--- src/rtl/rf_bypass_multi_pkg.sv ---
// Shared defaults and slicing helpers for the bypassed multi-port register file.
// Flattened port vectors place port k at [k*W +: W].
package rf_bypass_multi_pkg;

  localparam int DEF_WIDTH  = 16;
  localparam int DEF_SELW   = 3;
  localparam int DEF_NREAD  = 2;
  localparam int DEF_NWRITE = 1;

  localparam int ZERO_REG_OFF = 0;
  localparam int ZERO_REG_ON  = 1;

  function automatic int slice_lo(input int port, input int width);
    return port * width;
  endfunction

  function automatic bit zero_reg_enabled(input int zero_reg);
    return zero_reg == ZERO_REG_ON;
  endfunction

endpackage

--- src/rtl/rf_bank.sv ---
// Register storage with synchronous clear and highest-port-wins write resolution.
// Exposes the raw stored value selected by each read port (no bypass).
module rf_bank
  import rf_bypass_multi_pkg::*;
#(
  parameter int WIDTH    = DEF_WIDTH,
  parameter int SELW     = DEF_SELW,
  parameter int NREAD    = DEF_NREAD,
  parameter int NWRITE   = DEF_NWRITE,
  parameter int ZERO_REG = ZERO_REG_OFF
) (
  input  logic                    clk,
  input  logic                    rst,
  input  logic [NREAD*SELW-1:0]   readregsel,
  input  logic [NWRITE*SELW-1:0]  writeregsel,
  input  logic [NWRITE*WIDTH-1:0] writedata,
  input  logic [NWRITE-1:0]       write,
  output logic [NREAD*WIDTH-1:0]  storeddata
);

  localparam int NREGS = 2 ** SELW;

  logic [WIDTH-1:0] regs [NREGS];

  for (genvar r = 0; r < NREGS; r++) begin : g_reg
    logic             load;
    logic [WIDTH-1:0] load_data;
    logic [WIDTH-1:0] q;

    // Ascending scan: the last matching port, i.e. the highest index, wins.
    always_comb begin
      load      = 1'b0;
      load_data = q;
      for (int j = 0; j < NWRITE; j++) begin
        if (write[j] && (writeregsel[slice_lo(j, SELW) +: SELW] == SELW'(r))) begin
          load      = 1'b1;
          load_data = writedata[slice_lo(j, WIDTH) +: WIDTH];
        end
      end
      if (zero_reg_enabled(ZERO_REG) && (r == 0)) begin
        load = 1'b0;
      end
    end

    always_ff @(posedge clk) begin
      if (rst) begin
        q <= '0;
      end else if (load) begin
        q <= load_data;
      end
    end

    assign regs[r] = q;
  end

  for (genvar k = 0; k < NREAD; k++) begin : g_rd
    assign storeddata[slice_lo(k, WIDTH) +: WIDTH] =
      regs[readregsel[slice_lo(k, SELW) +: SELW]];
  end

endmodule

--- src/rtl/rf_bypass_multi.sv ---
// Multi-ported register file with same-cycle write-to-read bypass, optional
// hardwired zero register and a combinational write-collision flag.
module rf_bypass_multi
  import rf_bypass_multi_pkg::*;
#(
  parameter int WIDTH    = DEF_WIDTH,
  parameter int SELW     = DEF_SELW,
  parameter int NREAD    = DEF_NREAD,
  parameter int NWRITE   = DEF_NWRITE,
  parameter int ZERO_REG = ZERO_REG_OFF
) (
  input  logic                    clk,
  input  logic                    rst,
  input  logic [NREAD*SELW-1:0]   readregsel,
  output logic [NREAD*WIDTH-1:0]  readdata,
  input  logic [NWRITE*SELW-1:0]  writeregsel,
  input  logic [NWRITE*WIDTH-1:0] writedata,
  input  logic [NWRITE-1:0]       write,
  output logic                    err
);

  logic [NREAD*WIDTH-1:0] storeddata;
  logic [NWRITE-1:0]      dup;

  rf_bank #(
    .WIDTH    (WIDTH),
    .SELW     (SELW),
    .NREAD    (NREAD),
    .NWRITE   (NWRITE),
    .ZERO_REG (ZERO_REG)
  ) u_bank (
    .clk         (clk),
    .rst         (rst),
    .readregsel  (readregsel),
    .writeregsel (writeregsel),
    .writedata   (writedata),
    .write       (write),
    .storeddata  (storeddata)
  );

  for (genvar k = 0; k < NREAD; k++) begin : g_read
    logic [SELW-1:0]  sel;
    logic [WIDTH-1:0] rd;

    assign sel = readregsel[slice_lo(k, SELW) +: SELW];

    // Later overrides take precedence: reset, then zero register, then bypass.
    always_comb begin
      rd = storeddata[slice_lo(k, WIDTH) +: WIDTH];
      for (int j = 0; j < NWRITE; j++) begin
        if (write[j] && (writeregsel[slice_lo(j, SELW) +: SELW] == sel)) begin
          rd = writedata[slice_lo(j, WIDTH) +: WIDTH];
        end
      end
      if (zero_reg_enabled(ZERO_REG) && (sel == '0)) begin
        rd = '0;
      end
      if (rst) begin
        rd = '0;
      end
    end

    assign readdata[slice_lo(k, WIDTH) +: WIDTH] = rd;
  end

  // Each port flags a match against any higher-indexed enabled port; register 0
  // still counts even when it is hardwired to zero.
  for (genvar a = 0; a < NWRITE; a++) begin : g_coll
    logic hit;

    always_comb begin
      hit = 1'b0;
      for (int b = a + 1; b < NWRITE; b++) begin
        if (write[a] && write[b] &&
            (writeregsel[slice_lo(a, SELW) +: SELW] == writeregsel[slice_lo(b, SELW) +: SELW])) begin
          hit = 1'b1;
        end
      end
    end

    assign dup[a] = hit;
  end

  assign err = (|dup) & ~rst;

endmodule
--- config.mk ---
export PLATFORM = sky130hd
export DESIGN_NAME = rf_bypass_multi
export DESIGN_NICKNAME = d
export VERILOG_FILES = /design/src/rtl/rf_bypass_multi_pkg.sv /design/src/rtl/rf_bank.sv /design/src/rtl/rf_bypass_multi.sv
export SDC_FILE = /design/constraint.sdc
export NUM_CORES = 1
export LEC_CHECK = 0
export CAP_MARGIN = 0
export CELL_PAD_IN_SITES_DETAIL_PLACEMENT = 0
export CELL_PAD_IN_SITES_GLOBAL_PLACEMENT = 1
export CORE_MARGIN = 10
export CORE_UTILIZATION = 47
export CTS_CLUSTER_SIZE = 16
export DETAILED_ROUTE_END_ITERATION = 16
export GPL_TIMING_DRIVEN = 0
export PLACE_DENSITY = 0.85
export RECOVER_POWER = 50
export SLEW_MARGIN = 5
export SYNTH_ARGS = -nofsm -noshare
export SYNTH_HDL_FRONTEND = slang
export SYNTH_SLANG_ARGS = --single-unit
--- constraint.sdc ---
create_clock -name clk -period 2.8 [get_ports clk]
set_input_delay 0.56 -clock clk [delete_from_list [all_inputs] [get_ports clk]]
set_output_delay 0.56 -clock clk [all_outputs]
set_load 0.005 [all_outputs]
==> impl_metrics.yaml, run 1 <==
outcome:
  status: "complete, but fails checks"
  violations: "negative setup slack"
power:
  p_comb_frac: 0.127
  ir_worst_vdd_v: 0.000450
  leakagePower_nw: 3.15
  p_clk_frac: 0.489
  power.density_nw_per_um2: 548
  switching_share: 0.267
  p_seq_frac: 0.384
  p_switching_mw: 1.32
  p_int_mw: 3.62
placement:
  port-buffer-count: 39
  place_hpwl_mm: 18.1
  dpl_cell_area_um2: 7730
  gp_congestion: 0.917
  dp_slack_ns: -0.830
detailed_routing:
  dr.pass1.iters: 6
  ant_nets: 0
  drt-total-wl_mm: 25.0
  num_vias: 7045
  drt-initial-drc-count: 873
  routedWlPerCell_um: 22.1
  viasPerCell: 6.23
  drc: 0
logic_synthesis:
  yosys_warnings: 0
  synthesis.nets: 885
  seq_area_frac_synth: 0.360
  ys_ff_latch: 128
  yosys.area.top_type: "dfxtp_1"
  syn_area_um2: 7110
  synth_cell_type_count: 30
  synth_top_cell_area_share: 0.360
  ys_top_cells_by_area: "dfxtp_1 36%, nand2_1 14%, a21oi_1 9.0%, mux2i_1 8.7%, mux4_1 5.9%"
  syn-mean-instance-area_um2: 8.30
  postSynthCellCount: 857
final_layout:
  largestRegisters: "u_bank.g.q: 128 flops"
  nFillCells: 1271
  areaGrowthSynthToFinish_pct: 26.7
  drive_gt1_frac: 0.240
  design_area_um2: 9010
  largest_reg_flops: 128
  largest_register: "u_bank.g.q"
  insertedDiodeCount: 0
  fin_util: 0.613
  nets: 961
timing:
  maxSlewViolCount: 0
  setup_violations: 1
  fin_crit_ns: 2.81
  worstMarginPinSlew_ns: 0.950
  hold_viol_final: 0
  fmax_mhz: 356
  maxSlewHeadroom: 0.362
  layout_setup_ws_ns: -0.00525
  whs_ns: 0.401
  rsz0062_at_grt: "yes"
  skew_ns: 0
  period_share: 1.00
clocking:
  postCtsHoldBufs: 0
  ctsHtreeMaxLevel: 4
  clock_latency_ns: 0.43
  clock_tree.buffer_depth: 2
  root_buffer: "clkbuf_16"
  cts_tree: "done"
  cts_buffers: 17
  cts.sinks: 128
  path_clk_slew_ns: 0.06
die:
  die_w_um: 143
  start_util: 0.484
  ios: 61
  core_um2: 14700
  rows: 44
  die_y_um: 143
  die_area_um2: 20400
critical_path:
  criticalPathCategory: "in2out"
  cp_top_family: "buffers and inverters"
  cp-start-kind: "input port"
  crit_path_max_fanout: 10
  worst-path-buf-inv: 4
  critPathMostFrequentCell: "dlygate4sd2_1"
  r2r_slack_ns: 2.04
  crit_path_max_incr_delay_ns: 0.29
  slowest_stage: "dlygate4sd2_1"
  r2r-start: "u_bank.g_reg[0].q[4]"
  path_cells: "dlygate4sd2_1 -> buf_6 -> buf_8 -> mux2i_1 -> o22ai_1 -> a211oi_1 -> nor3_1 -> dlygate4sd2_1"
  reg2regPathDepth: 2
  required_ns: 2.24
  regToRegEndpoint: "u_bank.g_reg[0].q[4]"
  cp-end-kind: "output pin"
  cp.arrival_ns: 2.25
run:
  maxCapViolCount: 0
min_path:
  hold_class: "in2reg"
  min_from: "writedata[7]"
  hold_depth: 3
  whs_endpoint: "u_bank.g_reg[7].q[7]"
global_route:
  grt_max_degree: 17
  grt_util_all_layers: 0.240
  grt_overflow: 0
  grt_pass1_wl_mm: 37.8
  antenna_found_initial: 0
  grt_pass1_vias: 6810
cells in the mapped netlist, drive strengths merged:
cell / count
dfxtp: 128
nor3: 32
buf: 56
dlygate4sd1: 2
nand3: 4
nor2: 39
nand2: 261
nand2b: 5
and2b: 1
clkbuf: 27
o22ai: 30
a21oi: 128
nor2b: 2
a211oi: 32
conb: 1
mux4: 34
and4: 2
or2: 2
mux2i: 62
xnor2: 6
nand4: 3
final cells by class:
cell class / instances / area, um^2 / share of cell area
plain buffers: 84 / 637 / 0.0707
multi-input cells: 644 / 4430 / 0.492
repair buffers: 58 / 514 / 0.0571
clock inverters: 15 / 208 / 0.0231
well taps: 184 / 230 / 0.0256
clock buffers: 17 / 425 / 0.0472
flip-flops and latches: 128 / 2560 / 0.284
worst register-to-register path, stage by stage (launching register included):
cell and delay [ns]:
dfxtp_1 0.42, nand2_1 0.10, a21oi_1 0.16
through the flow:
stage / instances / power [mW] / setup TNS, ns
6_report: 1130 / 4.94 / -0.00525
5_1_grt: 1130 / 5.04 / -0.0376
4_1_cts: 1126 / 4.90 / 0
3_5_place_dp: 1080 / 2.46 / -22.23
3_3_place_gp: 1080 / 2.44 / -21.61
2_1_floorplan: 857 / 2.27 / 0
per-layer routing:
| layer | up-vias | track usage | share of wire |
|---|---|---|---|
| met3 | 70 | 0.0498 | 0.081 |
| met2 | 379 | 0.414 | 0.49 |
| met5 | - | 0 | 0 |
| met4 | 0 | 0.0809 | 0.029 |
| li1 | 3140 | - | - |
| met1 | 3456 | 0.292 | 0.40 |
placed cells by master (no fill, tap or decap), types with 3 or more instances in the layout:
master | synthesis | final
clkinvlp_4 | 0 | 4
dlygate4sd2_1 | 0 | 14
nand4_1 | 3 | 3
a211oi_2 | 0 | 28
buf_6 | 11 | 15
nor3_2 | 2 | 11
clkdlybuf4s15_2 | 0 | 3
mux4_2 | 18 | 30
clkdlybuf4s15_1 | 0 | 7
mux2i_4 | 0 | 5
nand2_1 | 260 | 260
mux2i_2 | 0 | 9
o22ai_4 | 0 | 6
inv_6 | 0 | 4
a211oi_1 | 32 | 4
mux2i_1 | 62 | 48
buf_8 | 0 | 6
buf_12 | 2 | 7
nor3_1 | 30 | 21
nor2_1 | 33 | 37
bufinv_16 | 0 | 4
xnor2_1 | 6 | 6
o22ai_1 | 30 | 9
a21oi_1 | 128 | 128
buf_2 | 30 | 26
o22ai_2 | 0 | 15
clkbuf_1 | 27 | 34
mux4_1 | 16 | 4
nand2b_4 | 1 | 3
clkbuf_16 | 0 | 17
buf_4 | 13 | 24
dfxtp_1 | 128 | 128
nand3_1 | 4 | 4
power by group through the flow:
stage | sequential, mW | clock [mW] | combinational, mW
floorplan | 1.92 | 0 | 0.354
global placement | 1.93 | 0 | 0.511
detailed placement | 1.93 | 0 | 0.527
CTS | 1.89 | 2.39 | 0.608
global route | 1.90 | 2.48 | 0.661
finish | 1.90 | 2.41 | 0.629
timing repair:
item / 4_1_cts / 5_1_grt
endpoints found under the setup margin: 32 / 26
buffers inserted: 13 / 4
gates cloned: 2 / 0
pin swaps: 31 / 10
resized for setup: 206 / 22
how the worst max path moves through the flow:
| stage | start | to | slack [ns] | cells after the start |
|---|---|---|---|---|
| final | readregsel[5] | readdata[16] | -0.005 | 8 |
| after global routing | readregsel[4] | readdata[16] | -0.01 | 7 |
| after CTS | readregsel[1] | readdata[12] | 0.0008 | 7 |
| after detailed placement | readregsel[5] | readdata[20] | -0.83 | 8 |
| after global placement | readregsel[4] | readdata[21] | -0.81 | 9 |
| after floorplan | readregsel[1] | readdata[10] | 0.61 | 5 |
kinds of logic after synthesis:
logic type / synth area share
AO/OA/AOI/OAI: 0.150
AND/OR/NAND/NOR: 0.203
multiplexers: 0.203
XOR/XNOR: 0.00739
flip-flops: 0.360
other: 0.000527
buffers and inverters: 0.0746
No activity file was read; power rests on OpenSTA's default activity.
==> run 2, diff against run 1 <==
--- a/config.mk
+++ b/config.mk
@@ -10,6 +10,7 @@
 export CELL_PAD_IN_SITES_GLOBAL_PLACEMENT = 1
 export CORE_MARGIN = 10
 export CORE_UTILIZATION = 47
+export CTS_CLUSTER_DIAMETER = 200
 export CTS_CLUSTER_SIZE = 16
 export DETAILED_ROUTE_END_ITERATION = 16
 export GPL_TIMING_DRIVEN = 0
==> results of run 2 <==
Final layout, timing and power as in run 1 (identical DEF).
